## src/rtl/clk_period_meter.sv

```systemverilog
// Measures the period of a slow, asynchronous clock in clk_50 cycles, with
// lock detection (consecutive periods within TOL) and a no-edge timeout.
module clk_period_meter #(
    parameter int unsigned CNT_W          = 27,
    parameter int unsigned TIMEOUT_CYCLES = 100_000_000,
    parameter int unsigned TOL            = 1000
) (
    input  logic             clk_50,
    input  logic             rst_n,
    input  logic             sig_in,
    output logic [CNT_W-1:0] period,
    output logic             period_valid,
    output logic             locked,
    output logic             timeout
);

    localparam logic [CNT_W-1:0] CNT_LIMIT = CNT_W'(TIMEOUT_CYCLES);
    localparam logic [CNT_W-1:0] CNT_ONE   = CNT_W'(1);

    typedef enum logic [1:0] {
        IDLE     = 2'd0,
        MEASURE  = 2'd1,
        TIMEDOUT = 2'd2
    } state_t;

    state_t             state_q, state_d;
    logic               sync1_q, sync2_q, prev_q;
    logic [CNT_W-1:0]   cnt_q, cnt_d;
    logic               have_base_q, have_base_d;
    logic [CNT_W-1:0]   period_d;
    logic               period_valid_d, locked_d, timeout_d;
    logic               rise_c;
    logic               at_limit_c;
    logic [CNT_W-1:0]   diff_c;
    logic               within_tol_c;

    assign rise_c     = sync2_q & ~prev_q;
    assign at_limit_c = (cnt_q == CNT_LIMIT);

    // Unsigned |cnt - period| by ordered subtraction, so it never wraps.
    always_comb begin
        if (cnt_q >= period) begin
            diff_c = cnt_q - period;
        end else begin
            diff_c = period - cnt_q;
        end
    end

    assign within_tol_c = (32'(diff_c) <= TOL);

    // Next-state and registered-output logic.
    always_comb begin
        state_d        = state_q;
        cnt_d          = at_limit_c ? cnt_q : cnt_q + CNT_ONE;
        have_base_d    = have_base_q;
        period_d       = period;
        period_valid_d = 1'b0;
        locked_d       = locked;
        timeout_d      = timeout;

        if (rise_c) begin
            cnt_d = CNT_ONE;
        end

        unique case (state_q)
            IDLE: begin
                if (rise_c) begin
                    state_d = MEASURE;
                end else if (at_limit_c) begin
                    state_d     = TIMEDOUT;
                    timeout_d   = 1'b1;
                    locked_d    = 1'b0;
                    have_base_d = 1'b0;
                end
            end
            MEASURE: begin
                if (rise_c) begin
                    period_d       = cnt_q;
                    period_valid_d = 1'b1;
                    have_base_d    = 1'b1;
                    if (have_base_q) begin
                        locked_d = within_tol_c;
                    end
                end else if (at_limit_c) begin
                    state_d     = TIMEDOUT;
                    timeout_d   = 1'b1;
                    locked_d    = 1'b0;
                    have_base_d = 1'b0;
                end
            end
            TIMEDOUT: begin
                if (rise_c) begin
                    state_d   = MEASURE;
                    timeout_d = 1'b0;
                end
            end
            default: begin
                state_d = IDLE;
            end
        endcase
    end

    // Synchronizer, edge history and all state, cleared by synchronous reset.
    always_ff @(posedge clk_50) begin
        if (!rst_n) begin
            sync1_q      <= 1'b0;
            sync2_q      <= 1'b0;
            prev_q       <= 1'b0;
            state_q      <= IDLE;
            cnt_q        <= '0;
            have_base_q  <= 1'b0;
            period       <= '0;
            period_valid <= 1'b0;
            locked       <= 1'b0;
            timeout      <= 1'b0;
        end else begin
            sync1_q      <= sig_in;
            sync2_q      <= sync1_q;
            prev_q       <= sync2_q;
            state_q      <= state_d;
            cnt_q        <= cnt_d;
            have_base_q  <= have_base_d;
            period       <= period_d;
            period_valid <= period_valid_d;
            locked       <= locked_d;
            timeout      <= timeout_d;
        end
    end

endmodule

```

## config.mk

```make
export PLATFORM = sky130hd
export DESIGN_NAME = clk_period_meter
export DESIGN_NICKNAME = d
export VERILOG_FILES = /design/src/rtl/clk_period_meter.sv
export SDC_FILE = /design/constraint.sdc
export NUM_CORES = 1
export LEC_CHECK = 0
export CORE_MARGIN = 10
export CORE_UTILIZATION = 55
export DETAILED_ROUTE_END_ITERATION = 16
export PLACE_DENSITY_LB_ADDON = 0.08
export SLEW_MARGIN = 20
export SYNTH_ARGS = -nofsm -noshare
export SYNTH_HDL_FRONTEND = slang
export SYNTH_SLANG_ARGS = --single-unit
```

## constraint.sdc

```tcl
create_clock -name clk_50 -period 3.09 [get_ports clk_50]
set_input_delay 0.618 -clock clk_50 [delete_from_list [all_inputs] [get_ports clk_50]]
set_output_delay 0.618 -clock clk_50 [all_outputs]
set_load 0.005 [all_outputs]
```

; ---- Word-level counts from Yosys, hierarchy flattened
; Index checks and enable logic that the tools add are counted.
[totals]
ff_bits = 63
input_bits = 3
output_inout_bits = 30
[op_classes]
addsub = 3
n_lt_le_gt_ge = 2
eq_ne = 10
mux = 22
n_bitwise = 3
n_reduce_logical = 11
[ops]
columns = operator, n
row1 = $sub A27 B27 Y27, 2
row2 = $add A27 B1 Y27 const B, 1
row3 = $eq A27 B27 Y1 const B, 1
row4 = $ge A27 B27 Y1, 1
row5 = $le A27 B10 Y1 const B, 1
row6 = $mux W27, 1
row7 = $mux W1, 13
row8 = $ne A2 B2 Y1 const B, 5
row9 = $mux W2, 4
row10 = $reduce_and A2 Y1, 4
row11 = $pmux W1 S2, 3
row12 = $pmux W2 S3, 1
row13 = $reduce_and A4 Y1, 1
row14 = $reduce_bool A2 Y1, 2
row15 = $reduce_or A2 Y1, 2
row16 = $ne A3 B3 Y1 const B, 1
row17 = $reduce_and A3 Y1, 1
row18 = $eq A2 B1 Y1 const B, 1
row19 = $eq A2 B2 Y1 const B, 1
row20 = $logic_not A2 Y1, 1
row21 = $ne A2 B1 Y1 const B, 1
row22 = $not A1 Y1, 2
row23 = $and A1 B1 Y1, 1

; ---- Depth between registers and ports, before layout
[logic_depth]
word_depth = 6
ltp_mapped = 16
mapped_depth_nobuf = 13

; ---- Worst setup path before layout
; Ideal clock, no wire load.
[synth_timing]
path_kind = register -> register
from = register period[16]
to = register locked
setup_time_ns = 0.084
t_arrival_ns = 3.085
t_required_ns = 3.006
setup_slack_ns = -0.080
stages_incl_launch_ff = 15
path_buffers = 1
synth_period_minus_slack_ns = 3.170
cell_sequence = dfxtp_1 -> inv_1 -> ha_1 -> buf_2 -> a21oi_2 -> nor3_1 -> o31ai_2 -> nand3_2 -> a31oi_4 -> mux2_4 -> a311oi_2 -> nor3_1 -> and4b_1 -> or4_4 -> o31ai_2
[synth_between]
elab_chain_len = 6
word_cells_on_any_way = 8
[synth_rtl]
columns = element, line_no
row1 = from (decl), 11  ; output logic [CNT_W-1:0] period,
row2 = from (signal assigned), 123  ; period <= period_d;
row3 = $sub A27 B27 Y27 (tied with other cells), 45  ; diff_c = period - cnt_q;
row4 = $mux W27 (*), 42  ; if (cnt_q >= period) begin
row5 = $le A27 B10 Y1 (*), 49  ; assign within_tol_c = (32'(diff_c) <= TOL);
row6 = $mux W1 (*), 81  ; if (have_base_q) begin
row7 = $mux W1 (*), 77  ; if (rise_c) begin
row8 = $pmux W1 S2 (*), 65  ; unique case (state_q)
row9 = to (signal assigned), 125  ; locked <= locked_d;
row10 = to (decl), 13  ; output logic locked,
; Every way passes the cells marked *; elsewhere a longest branch is shown, timed or not. The select of a mux whose other input is x is not followed.
; A chain may end at the register's enable or synchronous reset.

; ---- Worst setup path after layout
[layout_timing]
from = register period[25]
to = register locked
; Same word-level chain as after synthesis.

==> metrics.md <==
| Metric | Value |
|---|---|
| Initial drt markers | ~850 |
| Internal | roughly 1400 uW |
| Syn. warnings | 0 |
| Largest net degree at the start of global routing | 37 |
| Status | finished with violations |
| CP top delay family | simple AND/OR/NAND/NOR gates |
| Pwr dens | 248.5 nW/um2 |
| Setup slack after layout | -0.2682 ns |
| Post-synth ARST share | 0% |
| CTS root buffer | clkbuf_8 |
| Clk_lat worst skew | 0.38 ns |
| Syn Area/Cell | 7.449 um2 |
| Storage element area | 1294 um2 |
| Worst min path class | flip-flop to flip-flop |
| TritonCTS Buffers | 9 |
| Crit path capture type | flip-flop |
| Die X | 120.7 um |
| Worst path bufs/invs | 2 |
| Routability cong. | 0.9988 |
| Area of the multi-input gates | 4452 um2 |
| Drt drc | 0 |
| Fin. max-slew vios | 0 |
| # clock sinks | 63 |
| Util after Layout | between 80% and 90% |
| Final clock period utilization by the worst path | 108.7% |
| Combinational Power Share | 24.3% |
| Die H | 120.7 um |
| Post-synth top area share | 22.64% |
| Post-synthesis sequential area ratio | between 20% and 30% |
| Nets | slightly above 1000 |
| Clk slew on worst S/H paths | 0.08 ns |
| GR peak layer | met2 |
| Worst EP required | 3.39 ns |
| Final TNS setup | -0.2682 ns |
| Mapped Area | between 5000 and 6000 um2 |
| Top-count cell post-synth | nand2_1 |
| GRT overflow | 0 |
| Final hold vios | 0 |
| M1 GR Usage | a little over a third |
| Bufs on Longest Clock Path | 2 |
| Via count | 6714 |
| Post-Route WL | 22480 um |
| Sw Pwr | 658.9 uW |
| Initial antenna violation count | 1 |
| Worst path cell trace | inv_1 -> ha_4 -> nand2_2 -> o21ai_1 -> a41oi_2 -> nand3_2 -> a31oi_4 -> buf_4 -> mux2i_1 -> xnor2_1 -> a31oi_1 -> and4b_2 -> or4_4 -> o31ai_2 |
| P&R area growth vs syn | 46.06% |
| Worst hold slack | between 0.4 and 0.5 ns |
| Die area | 14560 um2 |
| Core Box Area | 9819 um2 |
| RSZ-0062 raised after global routing | yes |
| Post-cts hold buffer count | 0 |
| DR vias/cell | 6.137 |
| Peak VDD IR | between 0.3 and 0.4 mV |
| Startpoint types | flip-flop |
| Dominant synthesized flop cell | dfxtp_1 |
| Failing checks | setup timing |
| Sw frac | 32.59% |
| Synth Instances | 748 |
| Minimum clock period | 3.358 ns |
| CP Max Fanout | 5 |
| Worst path max stage delay | between 0.4 and 0.5 ns |
| Post-Syn Nets | between 800 and 900 |
| Leak Pwr | 0.003452 uW |
| First-pass GRT wire length | 35420 um |
| Max Freq | 297.8 MHz |
| Clk_skew | between 0.005 and 0.006 ns |
| Port buffer count | 32 |
| Synth top area cells | dfxtp_1 (23%), ha_1 (12%), nand2_1 (6.9%), a21oi_1 (5.2%), xnor2_1 (4.6%) |
| Worst Max-Slew Pin Slew | 0.7089 ns |
| Seq cells post-synth | 63 |
| Most instantiated cells after synthesis | nand2_1 (102), dfxtp_1 (63), nor2_1 (63) |
| Vias in the first global route | 7008 |
| Max_cap viols | 0 |
| Area post-placement | 7328 um2 |
| Synth cell types | 71 |
| Routed Antenna Nets | 0 |
| Arrival @ worst endpoint | 3.66 ns |
| Row cnt | 36 |
| DR pass1 iterations | 5 |
| Post-route cell area | slightly above 8000 um2 |
| Grt met2 use | 48.97% |
| Leading area contributor after synthesis | dfxtp_1 |
| Crit-path slowest cell | or4_4 |
| EDFF count, synth | 0 |
| Initial Utilization | a little under three fifths |
| Hpwl dp | 15640 um |
| Clk pwr share | a little over a third |
| # setup viols final | 1 |
| Routing usage on met3 | between 6 and 7% |
| Critical path type | flip-flop to flip-flop |
| CTS tree | yes |
| H-tree level count | 3 |
| Share of post-route cells with drive strength above 1 | 35.31% |
| GRT Resource Usage Total | 30.20% |
| Filler cells | 571 |
| Num ports | 33 |
| Seq pwr share | 40.7% |
| Max-slew headroom | a little over half |
| Routed length per instance | 20.55 um |
-- worst paths after layout --
kind	from	endpoint	slack, ns	depth (start not counted)
setup reg to reg	period[25]	locked	-0.27	14
hold reg to reg	sync1_q	sync2_q	0.45	1
setup / recovery	period[25]	locked	-0.27	14
hold / removal	sync1_q	sync2_q	0.45	1
-- layer usage --
metal  vias up  share of wire, %
met4         0               4.4
met2       438                46
li1       3028                 -
met5         -                 0
met1      3146                40
met3       102               9.6
-- state kept, by name, summed over array words and instances (netlist names) --
signal / cells
cnt_q: 27
have_base_q: 1
sync1_q: 1
state_q: 2
period_valid: 1
prev_q: 1
timeout: 1
sync2_q: 1
period: 27
locked: 1
-- kinds of logic after synthesis --
group | Yosys count | share of synthesized area [%]
buffers and inverters | 94 | 7.388
adders and majority gates | 55 | 12.35
AOI/OAI and AO/OA | 207 | 25.53
and+or+nand+nor | 279 | 23.76
DFF | 63 | 22.64
xor gates and xnor gates | 39 | 6.131
muxes | 11 | 2.201
-- through the flow --
| step | worst slack, ns | power (uW) | std cells |
|---|---|---|---|
| final | -0.2682 | 2022 | 1094 |
| after global routing | -0.3829 | 2081 | 1093 |
| after CTS | -0.1218 | 1981 | 1091 |
| after detailed placement | -0.2880 | 1271 | 1065 |
| after global placement | -0.2435 | 1263 | 1065 |
| after floorplan | 0.00008504 | 1119 | 748 |
-- worst register-to-register path, stage by stage (launching register included) --
cell     delay, ns
dfxtp_1       0.37
inv_1         0.10
ha_4          0.28
nand2_2       0.10
o21ai_1       0.10
a41oi_2       0.21
nand3_2       0.15
a31oi_4       0.26
buf_4         0.19
mux2i_1       0.29
xnor2_1       0.11
a31oi_1       0.18
and4b_2       0.29
or4_4         0.49
o31ai_2       0.17
-- what timing repair did --
| action | 4_1_cts | 5_1_grt |
|---|---|---|
| setup endpoints to repair | 1 | 2 |
| setup buffers | 10 | 2 |
| pin swaps | 24 | 10 |
| gates resized for setup | 75 | 24 |
-- cell usage in the layout, fill, tap and decap left out, drive strengths merged, types with 3 or more instances in the layout --
| cell | n |
|---|---|
| a21boi | 33 |
| nand4 | 18 |
| a21oi | 60 |
| nand2b | 6 |
| nor2b | 8 |
| clkdlybuf4s50 | 32 |
| or2 | 4 |
| nand2 | 104 |
| o2111ai | 3 |
| inv | 61 |
| nand3 | 18 |
| nor4 | 9 |
| buf | 199 |
| dfxtp | 63 |
| xnor2 | 29 |
| ha | 55 |
| a211oi | 9 |
| clkbuf | 10 |
| nor3 | 22 |
| mux2i | 4 |
| and2 | 8 |
| a21o | 15 |
| and3 | 3 |
| nor2 | 65 |
| o21bai | 4 |
| xor2 | 10 |
| or3 | 6 |
| o211ai | 4 |
| a211o | 4 |
| a31oi | 6 |
| o21a | 5 |
| mux2 | 7 |
| o31ai | 6 |
| o21ai | 35 |
-- cell type report --
type / count / share of cell area, %
clock inverters: 6 / 0.5228
repair buffers: 231 / 22.39
multi-input cells: 591 / 54.70
diodes: 1 / 0.03075
clock buffers: 10 / 1.691
well taps: 133 / 2.045
flip-flops and latches: 63 / 15.90
inverters: 59 / 2.721
-- power by group through the flow --
stage          Sequential, uW  Combinational (uW)  Clock (uW)
2_1_floorplan             842                 277           0
3_3_place_gp              840                 422           0
3_5_place_dp              840                 430           0
4_1_cts                   823                 452         707
5_1_grt                   824                 523         734
6_report                  823                 492         707
No activity file was read; power rests on OpenSTA's default activity.
